### src/rtl/uart_sched_pkg.sv
// Shared types and helpers for the UART transmit scheduler.
package uart_sched_pkg;

    localparam int DEF_NUM_REQ       = 4;
    localparam int DEF_START_TIMEOUT = 64;
    localparam int DEF_CNT_W         = 16;
    localparam int MAX_REQ           = 8;

    typedef enum logic [2:0] {
        S_IDLE,
        S_LAUNCH,
        S_START,
        S_WAIT_BUSY,
        S_WAIT_DONE
    } sched_state_t;

    // Round-robin pick: first set bit of req strictly after ptr, wrapping
    // within n requesters. Scanning from the farthest offset down lets the
    // nearest candidate overwrite the result last.
    function automatic logic [2:0] rr_pick(input logic [MAX_REQ-1:0] req,
                                           input logic [2:0]         ptr,
                                           input int                 n);
        logic [2:0] win;
        int         idx;
        win = '0;
        for (int k = MAX_REQ; k >= 1; k--) begin
            if (k <= n) begin
                idx = int'(ptr) + k;
                if (idx >= n) begin
                    idx = idx - n;
                end
                if (req[idx]) begin
                    win = 3'(idx);
                end
            end
        end
        return win;
    endfunction

endpackage

### src/rtl/uart_tx_sched_rr_arbiter.sv
// Combinational round-robin picker; shared with the RX dispatch path.
module rr_arbiter
    import uart_sched_pkg::*;
#(
    parameter int N     = DEF_NUM_REQ,
    parameter int IDX_W = $clog2(N)
)(
    input  logic [N-1:0]     req,
    input  logic [IDX_W-1:0] ptr,
    output logic [IDX_W-1:0] winner,
    output logic             any_valid
);

    logic [MAX_REQ-1:0] req_pad;
    logic [2:0]         win_full;

    // Zero-extend the request vector to the helper's fixed width.
    for (genvar gi = 0; gi < MAX_REQ; gi++) begin : g_pad
        if (gi < N) begin : g_live
            assign req_pad[gi] = req[gi];
        end else begin : g_zero
            assign req_pad[gi] = 1'b0;
        end
    end

    assign win_full  = rr_pick(req_pad, 3'(ptr), N);
    assign winner    = IDX_W'(win_full);
    assign any_valid = |req;

endmodule

### src/rtl/uart_tx_sched.sv
// Shares one UART transmitter among NUM_REQ byte producers: round-robin
// arbitration, grant lock across multi-byte messages, start strobe per byte
// and busy tracking with a start timeout.
module uart_tx_sched
    import uart_sched_pkg::*;
#(
    parameter int NUM_REQ       = DEF_NUM_REQ,
    parameter int START_TIMEOUT = DEF_START_TIMEOUT,
    parameter int CNT_W         = DEF_CNT_W,
    parameter int ID_W          = $clog2(NUM_REQ)
)(
    input  logic                 clk,
    input  logic                 rst,
    input  logic [NUM_REQ-1:0]   req_valid,
    input  logic [NUM_REQ*8-1:0] req_data,
    input  logic [NUM_REQ-1:0]   req_last,
    output logic [NUM_REQ-1:0]   req_ready,
    output logic [ID_W-1:0]      grant_id,
    output logic                 uart_tx_enable,
    output logic [7:0]           uart_tx_byte,
    output logic                 uart_tx_valid,
    input  logic                 uart_tx_busy,
    output logic                 start_err,
    input  logic                 err_clr,
    output logic [CNT_W-1:0]     bytes_sent
);

    localparam int TMR_W = $clog2(START_TIMEOUT + 1);

    sched_state_t      state_reg, state_next;
    logic [ID_W-1:0]   grant_reg, grant_next;
    logic [ID_W-1:0]   ptr_reg, ptr_next;
    logic              enable_reg, enable_next;
    logic [7:0]        byte_reg, byte_next;
    logic              last_reg, last_next;
    logic [TMR_W-1:0]  timer_reg, timer_next;
    logic              err_reg, err_next;
    logic [CNT_W-1:0]  count_reg, count_next;
    logic              set_err;
    logic [ID_W-1:0]   pick;
    logic              any_req;
    logic [7:0]        data_slice [NUM_REQ];

    // Unpack the flat data bus into one byte per requester.
    for (genvar gi = 0; gi < NUM_REQ; gi++) begin : g_slice
        assign data_slice[gi] = req_data[8*gi +: 8];
    end

    rr_arbiter #(
        .N     (NUM_REQ),
        .IDX_W (ID_W)
    ) u_arb (
        .req       (req_valid),
        .ptr       (ptr_reg),
        .winner    (pick),
        .any_valid (any_req)
    );

    // State register; the pointer resets to the last index so requester 0 wins first.
    always_ff @(posedge clk or negedge rst) begin
        if (!rst) begin
            state_reg  <= S_IDLE;
            grant_reg  <= '0;
            ptr_reg    <= ID_W'(NUM_REQ - 1);
            enable_reg <= 1'b0;
            byte_reg   <= '0;
            last_reg   <= 1'b0;
            timer_reg  <= '0;
            err_reg    <= 1'b0;
            count_reg  <= '0;
        end else begin
            state_reg  <= state_next;
            grant_reg  <= grant_next;
            ptr_reg    <= ptr_next;
            enable_reg <= enable_next;
            byte_reg   <= byte_next;
            last_reg   <= last_next;
            timer_reg  <= timer_next;
            err_reg    <= err_next;
            count_reg  <= count_next;
        end
    end

    // Next-state logic plus the one-cycle ready and start strobes.
    always_comb begin
        state_next    = state_reg;
        grant_next    = grant_reg;
        ptr_next      = ptr_reg;
        enable_next   = enable_reg;
        byte_next     = byte_reg;
        last_next     = last_reg;
        timer_next    = timer_reg;
        count_next    = count_reg;
        set_err       = 1'b0;
        req_ready     = '0;
        uart_tx_valid = 1'b0;

        case (state_reg)
            S_IDLE: begin
                // Never arbitrate while the transmitter is still busy.
                if (any_req && !uart_tx_busy) begin
                    grant_next  = pick;
                    enable_next = 1'b1;
                    state_next  = S_LAUNCH;
                end
            end
            S_LAUNCH: begin
                req_ready[grant_reg] = 1'b1;
                if (req_valid[grant_reg]) begin
                    byte_next  = data_slice[grant_reg];
                    last_next  = req_last[grant_reg];
                    state_next = S_START;
                end else begin
                    ptr_next    = grant_reg;
                    enable_next = 1'b0;
                    state_next  = S_IDLE;
                end
            end
            S_START: begin
                uart_tx_valid = 1'b1;
                count_next    = count_reg + 1'b1;
                timer_next    = '0;
                state_next    = S_WAIT_BUSY;
            end
            S_WAIT_BUSY: begin
                if (uart_tx_busy) begin
                    state_next = S_WAIT_DONE;
                end else if (timer_reg == TMR_W'(START_TIMEOUT - 1)) begin
                    set_err     = 1'b1;
                    ptr_next    = grant_reg;
                    enable_next = 1'b0;
                    state_next  = S_IDLE;
                end else begin
                    timer_next = timer_reg + 1'b1;
                end
            end
            S_WAIT_DONE: begin
                if (!uart_tx_busy) begin
                    if (!last_reg && req_valid[grant_reg]) begin
                        state_next = S_LAUNCH;
                    end else begin
                        ptr_next    = grant_reg;
                        enable_next = 1'b0;
                        state_next  = S_IDLE;
                    end
                end
            end
            default: begin
                state_next = S_IDLE;
            end
        endcase

        // A new timeout wins over a clear in the same cycle.
        err_next = err_clr ? 1'b0 : err_reg;
        if (set_err) begin
            err_next = 1'b1;
        end
    end

    assign grant_id       = grant_reg;
    assign uart_tx_enable = enable_reg;
    assign uart_tx_byte   = byte_reg;
    assign start_err      = err_reg;
    assign bytes_sent     = count_reg;

endmodule

### config.mk
export PLATFORM = sky130hd
export DESIGN_NAME = uart_tx_sched
export DESIGN_NICKNAME = d
export VERILOG_FILES = /design/src/rtl/uart_sched_pkg.sv /design/src/rtl/uart_tx_sched_rr_arbiter.sv /design/src/rtl/uart_tx_sched.sv
export SDC_FILE = /design/constraint.sdc
export NUM_CORES = 1
export LEC_CHECK = 0
export ABC_AREA = 1
export BUFFER_PORTS_ARGS = -buffer_cell sky130_fd_sc_hd__buf_2
export CAP_MARGIN = 10
export CORE_ASPECT_RATIO = 1.2
export CORE_MARGIN = 2
export CORE_UTILIZATION = 40
export CTS_BUF_LIST = sky130_fd_sc_hd__clkbuf_2 sky130_fd_sc_hd__clkbuf_4 sky130_fd_sc_hd__clkbuf_8
export DETAILED_ROUTE_END_ITERATION = 10
export GPL_TIMING_DRIVEN = 0
export MAX_ROUTING_LAYER = met4
export SYNTH_ARGS = -nofsm -noshare
export SYNTH_HDL_FRONTEND = slang
export SYNTH_SLANG_ARGS = --single-unit
export TNS_END_PERCENT = 10
### constraint.sdc
create_clock -name clk -period 1.9 [get_ports clk]
set_input_delay 0.38 -clock clk [delete_from_list [all_inputs] [get_ports clk]]
set_output_delay 0.38 -clock clk [all_outputs]
set_load 0.03 [all_outputs]
==> impl_metrics.env, run 1 <==
export IMPL_crit_fanout=10
export IMPL_synth_async_reset_ratio_pct=100
export IMPL_syn_mean_instance_area_sq_um=8.02
export IMPL_ant_nets=0
export IMPL_power_density_mw_per_mm2=1460
export IMPL_finalWorstSetupSlack_ns=0.0526
export IMPL_fmax_ghz=0.541
export IMPL_track_usage_pct=18.1
export IMPL_synth_edf_count=0
export IMPL_num_fill_cells=604
export IMPL_grt_pass1_vias=2280
export IMPL_wl_mm=5.77
export IMPL_dp_slack_ns=0.123
export IMPL_p_sw_w=0.00217
export IMPL_tightest_slew_ns=0.918
export IMPL_ys_ff_latch=41
export IMPL_finalSetupTns_ns=0
export IMPL_placed_cells=472
export IMPL_syn_inst=314
export IMPL_dr_pass1_iters=4
export IMPL_min_path_type="input pin to asynchronous set/reset pin"
export IMPL_slew_viol_final=0
export IMPL_core_sq_mm=0.00605
export IMPL_fin_area_sq_mm=0.00316
export IMPL_syn_nets=361
export IMPL_synth_largest_area_cell="dfrtp_1"
export IMPL_ios=77
export IMPL_cp_slowest_stage_delay_ns=0.40
export IMPL_grt_pass1_wl_mm=10.0
export IMPL_leakagePower_nw=1.62
export IMPL_die_h_um=90.9
export IMPL_die_x_um=76.4
export IMPL_combPwrFrac_pct=57.4
export IMPL_drv_cap=0
export IMPL_placed_cell_area_sq_mm=0.00300
export IMPL_largest_reg_flops=16
export IMPL_finalHoldViolCount=0
export IMPL_netSwitchingFraction_pct=47.0
export IMPL_slew_headroom_pct=38.8
export IMPL_grt_max_degree=42
export IMPL_cp_required_ns=1.52
export IMPL_rr_worst_depth=7
export IMPL_stdcell_count=480
export IMPL_synth_distinct_cells=33
export IMPL_critical_path_arrival_ns=1.47
export IMPL_r2r_start="grant_id[0]"
export IMPL_dp_hpwl_mm=4.40
export IMPL_p_int_w=0.00245
export IMPL_setup_worst_path_class="register to output pin"
export IMPL_drt_iter0_drc=100
export IMPL_clockRootBuffer="clkbuf_8"
export IMPL_drc_errors=0
export IMPL_worst_setup_hold_path_clk_slew_ns=0.08
export IMPL_std_cell_rows=31
export IMPL_worst_path_buf_inv=3
export IMPL_ir_drop_uv=872
export IMPL_synth_area_top_cells="dfrtp_1 39%, nand2_1 11%, nand3_1 9.7%, mux2_4 4.8%, inv_1 4.6%"
export IMPL_synth_warning_count=0
export IMPL_timing_final_crit_share_pct=97.2
export IMPL_vias=2376
export IMPL_overflow=0
export IMPL_port_buffers=76
export IMPL_cts_num_sinks=41
export IMPL_htreeDepth=2
export IMPL_path_depth=4
export IMPL_rsz0062_at_grt="yes"
export IMPL_antenna_cells=0
export IMPL_area_growth_pct=25.5
export IMPL_crit_path_end_kind="output pin"
export IMPL_clk_latency_ns=0.29
export IMPL_rrSetupSlack_ns=0.14
export IMPL_cp_startpoint="grant_id[1]"
export IMPL_drive_gt1_share_pct=31.9
export IMPL_crit_path_end="req_ready[0]"
export IMPL_start_kind="register"
export IMPL_p_total_w=0.00463
export IMPL_gp_congestion=0.824
export IMPL_pwr_share_clk_pct=13.5
export IMPL_synth_top_area_share_pct=38.8
export IMPL_seq_power_share_pct=29.1
export IMPL_initial_core_util_pct=41.6
export IMPL_ys_seq_area_share_pct=40.9
export IMPL_via_per_inst=4.95
export IMPL_antenna_found_initial=0
export IMPL_layout_min_cycle_time_ns=1.85
export IMPL_finClkSkew_ns=0.00822
export IMPL_cp_slowest_cell="dfrtp_1"
export IMPL_cp_top_family="buffers and inverters"
export IMPL_status="complete, no violations"
export IMPL_synth_cell_area_sq_mm=0.00252
export IMPL_r2r_end="uart_tx_byte[1]"
export IMPL_layout_nets=444
export IMPL_cts_made_buffers=5
export IMPL_wl_per_cell_um=12.0
export IMPL_ys_flop_type="dfrtp_1"
export IMPL_setup_viol=0
export IMPL_clockBufferDepth=2
export IMPL_die_area_sq_mm=0.00695
export IMPL_crit_chain="buf_6, clkbuf_4, nor3_1, buf_4"
export IMPL_cts_tree="built"
[logic make-up after synthesis]
logic type      Yosys count  synth area share [%]
compound gates           22                  4.62
xor+xnor                 14                  4.87
mux                       9                  5.22
simple gates            182                  35.6
fa+ha+maj                 3                  1.49
flops                    41                  40.9
buf+inv                  43                  7.36
[placed cells by master (no fill, tap or decap), types with 2 or more instances in the layout]
cell type / n
clkbuf_4: 2
dfrtp_2: 3
clkbuf_1: 2
buf_4: 7
inv_2: 2
nor3_2: 3
nand2_4: 3
nand4_1: 15
inv_1: 28
nor2_1: 21
dfstp_2: 2
nand3_1: 49
mux2_4: 8
nor3_1: 8
buf_2: 73
o21ai_1: 3
ha_1: 3
clkbuf_8: 7
xnor2_1: 8
nand2_1: 72
nor2_4: 3
buf_6: 3
o21ai_0: 9
a21oi_1: 7
dfrtp_1: 36
xor2_1: 6
[power by group through the flow]
stage / clock network (W) / logic [W] / registers [W]
2_1_floorplan: 0 / 0.00162 / 0.00166
3_3_place_gp: 0 / 0.00254 / 0.00135
3_5_place_dp: 0 / 0.00255 / 0.00135
4_1_cts: 0.000647 / 0.00258 / 0.00135
5_1_grt: 0.000689 / 0.00294 / 0.00139
6_report: 0.000626 / 0.00265 / 0.00135
[cell usage after synthesis (2+ instances only)]
master,instances
a21oi_1,7
buf_2,2
buf_6,2
clkbuf_1,6
dfrtp_1,39
dfstp_2,2
ha_1,3
inv_1,31
mux2_4,8
nand2_1,72
nand2_4,3
nand3_1,49
nand4_1,15
nor2_1,22
nor2_4,3
nor3_1,10
nor3_2,2
o21ai_0,9
o21ai_1,3
xnor2_1,8
xor2_1,6
[stage by stage]
step	util, %	hold WS [ns]
2_1_floorplan	-	0.0844
3_3_place_gp	49.6	0.477
4_1_cts	51.6	0.254
3_5_place_dp	49.6	0.490
5_1_grt	52.2	0.256
6_report	52.2	0.215
[layout make-up]
| cell class | instances | area [sq um] | area share [%] |
|---|---|---|---|
| Tap cell | 82 | 103 | 3.25 |
| Timing Repair Buffer | 78 | 405 | 12.8 |
| Inverter | 32 | 126 | 4.00 |
| Clock inverter | 1 | 5.00 | 0.158 |
| Multi-Input combinational cell | 230 | 1320 | 41.9 |
| Sequential cell | 41 | 1030 | 32.7 |
| Clock buffer | 7 | 96.3 | 3.05 |
| Buffer | 9 | 68.8 | 2.18 |
[layer usage]
metal	track usage, %	wire length [um]
met5	-	0
met4	5.91	98
met3	3.30	354
met2	30.2	2700
met1	22.1	2620
[how the worst min path moves through the flow]
stage / from / end / cells past startpoint / slack (ns)
3_5_place_dp: bytes_sent[14] / bytes_sent[14] / 1 / 0.49
2_1_floorplan: rst / bytes_sent[0] / 0 / 0.08
6_report: rst / start_err / 1 / 0.22
3_3_place_gp: bytes_sent[6] / bytes_sent[6] / 1 / 0.48
4_1_cts: rst / uart_tx_byte[3] / 1 / 0.25
5_1_grt: err_clr / start_err / 2 / 0.26
[worst reg2reg max path, stage by stage, from the launching register on]
cell	delay [ns]
dfrtp_1	0.37
buf_6	0.21
clkinvlp_4	0.17
nand3_1	0.09
nand4_1	0.15
nand2_1	0.16
buf_6	0.19
mux2_4	0.31
[what timing repair did]
| action | in CTS | in global routing |
|---|---|---|
| setup buffers | 0 | 2 |
| gates cloned | 0 | 0 |
| resized for setup | 10 | 11 |
| endpoints found under the setup margin | 4 | 16 |
| hold buffers | 0 | 0 |
No activity file was read; power rests on OpenSTA's default activity.
==> run 2: changes to the inputs <==
--- a/config.mk
+++ b/config.mk
@@ -15,6 +15,8 @@
 export DETAILED_ROUTE_END_ITERATION = 10
 export GPL_TIMING_DRIVEN = 0
 export MAX_ROUTING_LAYER = met4
+export PLACE_DENSITY = 0.67
+export SKIP_LAST_GASP = 1
 export SYNTH_ARGS = -nofsm -noshare
 export SYNTH_HDL_FRONTEND = slang
 export SYNTH_SLANG_ARGS = --single-unit
==> constraint.sdc (replaced) <==
create_clock -name clk -period 1.6 [get_ports clk]
set_input_delay 0.32 -clock clk [delete_from_list [all_inputs] [get_ports clk]]
set_output_delay 0.32 -clock clk [all_outputs]
set_load 0.03 [all_outputs]
==> impl_metrics.env, run 2 (same netlist as run 1, synthesis figures left out) <==
export IMPL_drt_iter0_drc=75
export IMPL_grt_pass1_wl_mm=10.1
export IMPL_final_cell_mix="72 x buf_2, 71 x nand2_1, 49 x nand3_1"
export IMPL_ir_drop_uv=1110
export IMPL_violations="setup timing"
export IMPL_num_fill_cells=577
export IMPL_ios=77
export IMPL_antenna_found_initial=0
export IMPL_power_density_mw_per_mm2=1800
export IMPL_largest_reg_flops=16
export IMPL_antenna_cells=0
export IMPL_die_h_um=90.9
export IMPL_drv_cap=0
export IMPL_core_sq_mm=0.00605
export IMPL_setup_worst_path_class="register to output pin"
export IMPL_timing_final_crit_share_pct=108
export IMPL_cts_num_sinks=41
export IMPL_wl_met1_mm=2.56
export IMPL_min_path_type="input pin to asynchronous set/reset pin"
export IMPL_top_layer="met4"
export IMPL_die_x_um=76.4
export IMPL_gp_congestion=0.831
export IMPL_hold_ws_ns=0.151
export IMPL_vias=2439
export IMPL_clockRootBuffer="clkbuf_8"
export IMPL_slew_viol_final=0
export IMPL_path_common_cell="buf_8"
export IMPL_initial_core_util_pct=41.6
export IMPL_stdcell_count=493
export IMPL_port_buffers=76
export IMPL_cp_slowest_cell="dfrtp_2"
export IMPL_tightest_slew_ns=0.912
export IMPL_overflow=0
export IMPL_crit_fanout=10
export IMPL_drc_errors=0
export IMPL_placed_cells=472
export IMPL_clockBufferDepth=2
export IMPL_worst_setup_hold_path_clk_slew_ns=0.08
export IMPL_wl_met2_mm=3.07
export IMPL_wl_per_cell_um=12.3
export IMPL_slew_headroom_pct=39.2
export IMPL_finClkSkew_ns=0.00957
export IMPL_dp_hpwl_mm=4.42
export IMPL_finalSetupTns_ns=-1.10
export IMPL_wl_met3_um=348
export IMPL_finalWorstSetupSlack_ns=-0.125
export IMPL_drive_gt1_share_pct=35.5
export IMPL_rsz0062_at_grt="yes"
export IMPL_area_growth_pct=34.0
export IMPL_layout_nets=458
export IMPL_grt_max_degree=42
export IMPL_crit_chain="buf_8, inv_1, buf_8, nor3_4, buf_6"
export IMPL_cts_made_buffers=5
export IMPL_p_total_w=0.00609
export IMPL_cp_required_ns=1.28
export IMPL_die_area_sq_mm=0.00695
export IMPL_clk_latency_ns=0.30
export IMPL_fmax_ghz=0.580
export IMPL_grt_pass1_vias=2317
export IMPL_layout_min_cycle_time_ns=1.73
export IMPL_leakagePower_nw=1.73
export IMPL_via_per_inst=4.95
export IMPL_setup_viol=20
export IMPL_start_kind="register"
export IMPL_finalHoldViolCount=0
export IMPL_ant_nets=0
export IMPL_track_usage_pct=18.3
export IMPL_htreeDepth=2
export IMPL_std_cell_rows=31
export IMPL_dr_pass1_iters=4
export IMPL_final_common_cell="buf_2"
export IMPL_cts_tree="built"
export IMPL_crit_path_end_kind="output pin"
export IMPL_wl_mm=6.07
export IMPL_critical_path_arrival_ns=1.41
export IMPL_status="complete, but fails checks"
export IMPL_cp_slowest_stage_delay_ns=0.39
run 2: changes by cell type in the layout (fill, tap and decap cells not counted), sizes merged:
cell      before  now
bufinv         0    1
clkbuf        11   10
clkinvlp       1    0
inv           31   32
buf           83   96
run 2: layer usage:
layer,vias to the layer above,GRT usage [%]
li1,1237,-
met1,1112,20.7
met2,81,32.5
met3,9,3.70
met4,0,5.30
met5,-,-
run 2: cell type report:
type	instances	area, sq um	area share [%]
multi-input combinational	230	1370	40.5
clock inverter	2	35.0	1.04
buffer	10	115	3.41
tap	82	103	3.04
sequential	41	1030	30.7
clock buffer	5	68.8	2.04
timing repair buffer	91	524	15.5
inverter	32	125	3.71
run 2: worst paths after layout:
kind,cells after the start,from,slack [ns],to
max,5,grant_id[1],-0.13,req_ready[2]
min,1,rst,0.15,last_reg
max reg2reg,7,grant_id[0],-0.06,uart_tx_byte[4]
min reg2reg,2,uart_tx_enable,0.49,uart_tx_enable
max in group asynchronous,1,rst,0.83,state_reg[1]
min in group clk,2,err_clr,0.21,start_err
run 2: worst max-delay path, delay by kind of cell (launching register included):
family | cells | cell delay, ns
flops | 1 | 0.39
simple gates | 1 | 0.18
buf+inv | 4 | 0.55
run 2: stage by stage:
| step | util (%) | area [sq um] | setup slack (ns) |
|---|---|---|---|
| after floorplan | - | 2560 | -0.0405 |
| after global placement | 50.4 | 3050 | -0.172 |
| after detailed placement | 50.4 | 3050 | -0.211 |
| after CTS | 54.7 | 3310 | -0.118 |
| after global routing | 55.7 | 3370 | -0.176 |
| final | 55.7 | 3370 | -0.125 |
run 2: where the power goes:
group	leakage, nW	switching, W	internal [W]
combinational	1.15	0.00219	0.00151
clock	0.0540	0.000353	0.000453
sequential	0.527	0.000222	0.00136
run 2: timing repair:
item,CTS,global route
endpoints found under the setup margin,19,27
buffers inserted,9,6
gates resized for setup,31,7
hold buffers,0,0
pin swaps,2,4
==> run 3: changes to the inputs <==
--- a/config.mk
+++ b/config.mk
@@ -19,5 +19,6 @@
 export SKIP_LAST_GASP = 1
 export SYNTH_ARGS = -nofsm -noshare
 export SYNTH_HDL_FRONTEND = slang
+export SYNTH_HIERARCHICAL = 1
 export SYNTH_SLANG_ARGS = --single-unit
 export TNS_END_PERCENT = 10
==> impl_metrics.env, run 3 <==
export IMPL_dp_slack_ns=-0.315
export IMPL_setup_worst_path_class="register to output pin"
export IMPL_htreeDepth=2
export IMPL_slew_viol_final=0
export IMPL_dr_pass1_iters=4
export IMPL_gr_usage_met1_pct=23.9
export IMPL_wl_mm=7.00
export IMPL_stdcell_count=561
export IMPL_drt_iter0_drc=117
export IMPL_vias=2772
export IMPL_area_growth_pct=35.8
export IMPL_ant_nets=0
export IMPL_placed_cells=530
export IMPL_synth_async_reset_ratio_pct=100
export IMPL_synth_top_area_share_pct=37.0
export IMPL_ys_ff_latch=41
export IMPL_drive_gt1_share_pct=34.2
export IMPL_crit_path_end_kind="output pin"
export IMPL_leakagePower_nw=1.89
export IMPL_die_h_um=93.0
export IMPL_final_common_cell="nand2_1"
export IMPL_grt_pass1_vias=2545
export IMPL_port_buffers=76
export IMPL_synth_area_top_cells="dfrtp_1 37%, nand2_1 17%, nand3_1 7.0%, inv_1 5.0%, nor2_1 3.8%"
export IMPL_synth_most_common_cell="nand2_1"
export IMPL_drc_errors=0
export IMPL_crit_path_end="uart_tx_valid"
export IMPL_grt_pass1_wl_mm=11.3
export IMPL_core_sq_mm=0.00641
export IMPL_finalWorstSetupSlack_ns=-0.100
export IMPL_synth_warning_count=6
export IMPL_layout_min_cycle_time_ns=1.70
export IMPL_r2r_start="ptr_reg[0]"
export IMPL_grt_busiest_layer="met2"
export IMPL_std_cell_rows=32
export IMPL_drv_cap=0
export IMPL_grt_max_degree=42
export IMPL_grt_use_met2_pct=34.3
export IMPL_r2r_end="grant_id[1]"
export IMPL_syn_nets=418
export IMPL_finClkSkew_ns=0.00868
export IMPL_largest_reg_flops=16
export IMPL_min_path_type="input pin to asynchronous set/reset pin"
export IMPL_cp_required_ns=1.28
export IMPL_synth_common_cells="118 x nand2_1, 39 x dfrtp_1, 37 x nand3_1, 35 x inv_1, 27 x nor2_1"
export IMPL_timing_final_crit_share_pct=106
export IMPL_crit_fanout=3
export IMPL_cts_hold_buf=0
export IMPL_tightest_slew_ns=0.919
export IMPL_layout_nets=524
export IMPL_rrSetupSlack_ns=-0.05
export IMPL_clk_latency_ns=0.30
export IMPL_initial_core_util_pct=41.2
export IMPL_finalHoldViolCount=0
export IMPL_cp_startpoint="state_reg[2]"
export IMPL_ios=77
export IMPL_dp_hpwl_mm=4.91
export IMPL_die_area_sq_mm=0.00727
export IMPL_status="complete, but fails checks"
export IMPL_wl_per_cell_um=12.5
export IMPL_ys_seq_area_share_pct=39.0
export IMPL_synth_largest_area_cell="dfrtp_1"
export IMPL_gr_usage_met3_pct=2.99
export IMPL_via_per_inst=4.94
export IMPL_fmax_ghz=0.588
export IMPL_die_x_um=78.1
export IMPL_fin_area_sq_mm=0.00358
export IMPL_overflow=0
export IMPL_slew_headroom_pct=38.8
export IMPL_synth_distinct_cells=32
export IMPL_placed_cell_area_sq_mm=0.00314
export IMPL_clockBufferDepth=2
export IMPL_synth_cell_area_sq_mm=0.00264
export IMPL_p_total_w=0.00654
export IMPL_ir_drop_uv=870
export IMPL_cts_made_buffers=5
export IMPL_syn_mean_instance_area_sq_um=7.15
export IMPL_cts_tree="built"
export IMPL_setup_viol=7
export IMPL_antenna_cells=0
export IMPL_track_usage_pct=19.8
export IMPL_final_cell_mix="115 x nand2_1, 74 x buf_2, 38 x dfrtp_1"
export IMPL_power_density_mw_per_mm2=1830
export IMPL_gp_congestion=0.880
export IMPL_antenna_found_initial=0
export IMPL_critical_path_arrival_ns=1.38
export IMPL_cts_num_sinks=41
export IMPL_rsz0062_at_grt="yes"
export IMPL_ys_flop_type="dfrtp_1"
export IMPL_synth_edf_count=0
export IMPL_violations="setup timing"
export IMPL_clockRootBuffer="clkbuf_8"
export IMPL_rr_worst_depth=10
export IMPL_syn_inst=369
export IMPL_worst_setup_hold_path_clk_slew_ns=0.08
export IMPL_start_kind="register"
## run 3: cell types whose count changed after synthesis, sizes merged, moves of 4 or more
cell    previous run  this run
nand2             76       126
nand3             51        39
a21oi              7        17
nor2              26        36
mux2               9         0
inv               32        40
xnor2              8         2
clkbuf             6         1
xor2               6        11
nand4             15        11
o21ai             12        16
## run 3: logic make-up (layout without fill, tap and decap cells)
kind of cell             Yosys count  in the layout  synth area share [%]
AND/OR/NAND/NOR                  226            226                  39.5
XOR/XNOR                          13             13                  4.31
flip-flops                        41             41                  39.0
adder cells (fa/ha/maj)            5              5                  2.37
AO/OA/AOI/OAI                     36             36                  7.68
buffers and inverters             48            155                  7.21
## run 3: metal layers
metal	routed length (um)	part of all wire, %
met1	2950	42
met5	0	0
met4	83	1.2
met2	3620	52
met3	345	4.9
## run 3: worst min path at each step
stage / slack, ns / end / depth (start not counted)
after floorplan: 0.02 / bytes_sent[0] / 0
after global placement: 0.46 / uart_tx_byte[2] / 2
after detailed placement: 0.47 / uart_tx_byte[4] / 2
after CTS: 0.19 / bytes_sent[3] / 1
after global routing: 0.21 / start_err / 2
final: 0.16 / uart_tx_byte[3] / 1
## run 3: stage by stage
| step | TNS [ns] | hold WS [ns] | util, % |
|---|---|---|---|
| finish | -0.345 | 0.160 | 55.9 |
| global route | -2.37 | 0.207 | 55.9 |
| CTS | -0.209 | 0.188 | 54.4 |
| detailed placement | -0.575 | 0.469 | 49.0 |
| global placement | -0.505 | 0.464 | 49.0 |
| floorplan | -0.448 | 0.0244 | - |
## run 3: cell type report
class                           instances  area [sq um]
Multi-Input combinational cell        280          1520
Clock inverter                          3          46.3
Sequential cell                        41          1030
Clock buffer                            5          68.8
Timing Repair Buffer                   99           574
Buffer                                  7          80.1
Inverter                               41           159
Tap cell                               85           106
Fill cell                             597          2820
## run 3: critical path: stages (launching register included)
cell,delay (ns)
dfrtp_1,0.40
inv_2,0.10
buf_4,0.12
nand2_1,0.07
nor2_2,0.13
buf_6,0.12
buf_4,0.15
## run 3: repair_timing
item                       CTS  global route
setup endpoints to repair    7            26
setup buffers               18             5
gates resized for setup     26            16
pin swaps                    6            10
## run 3: power breakdown
group / total, W / internal [W] / switching [W]
clock: 0.000849 / 0.000467 / 0.000382
combinational: 0.00407 / 0.00162 / 0.00245
sequential: 0.00163 / 0.00135 / 0.000278
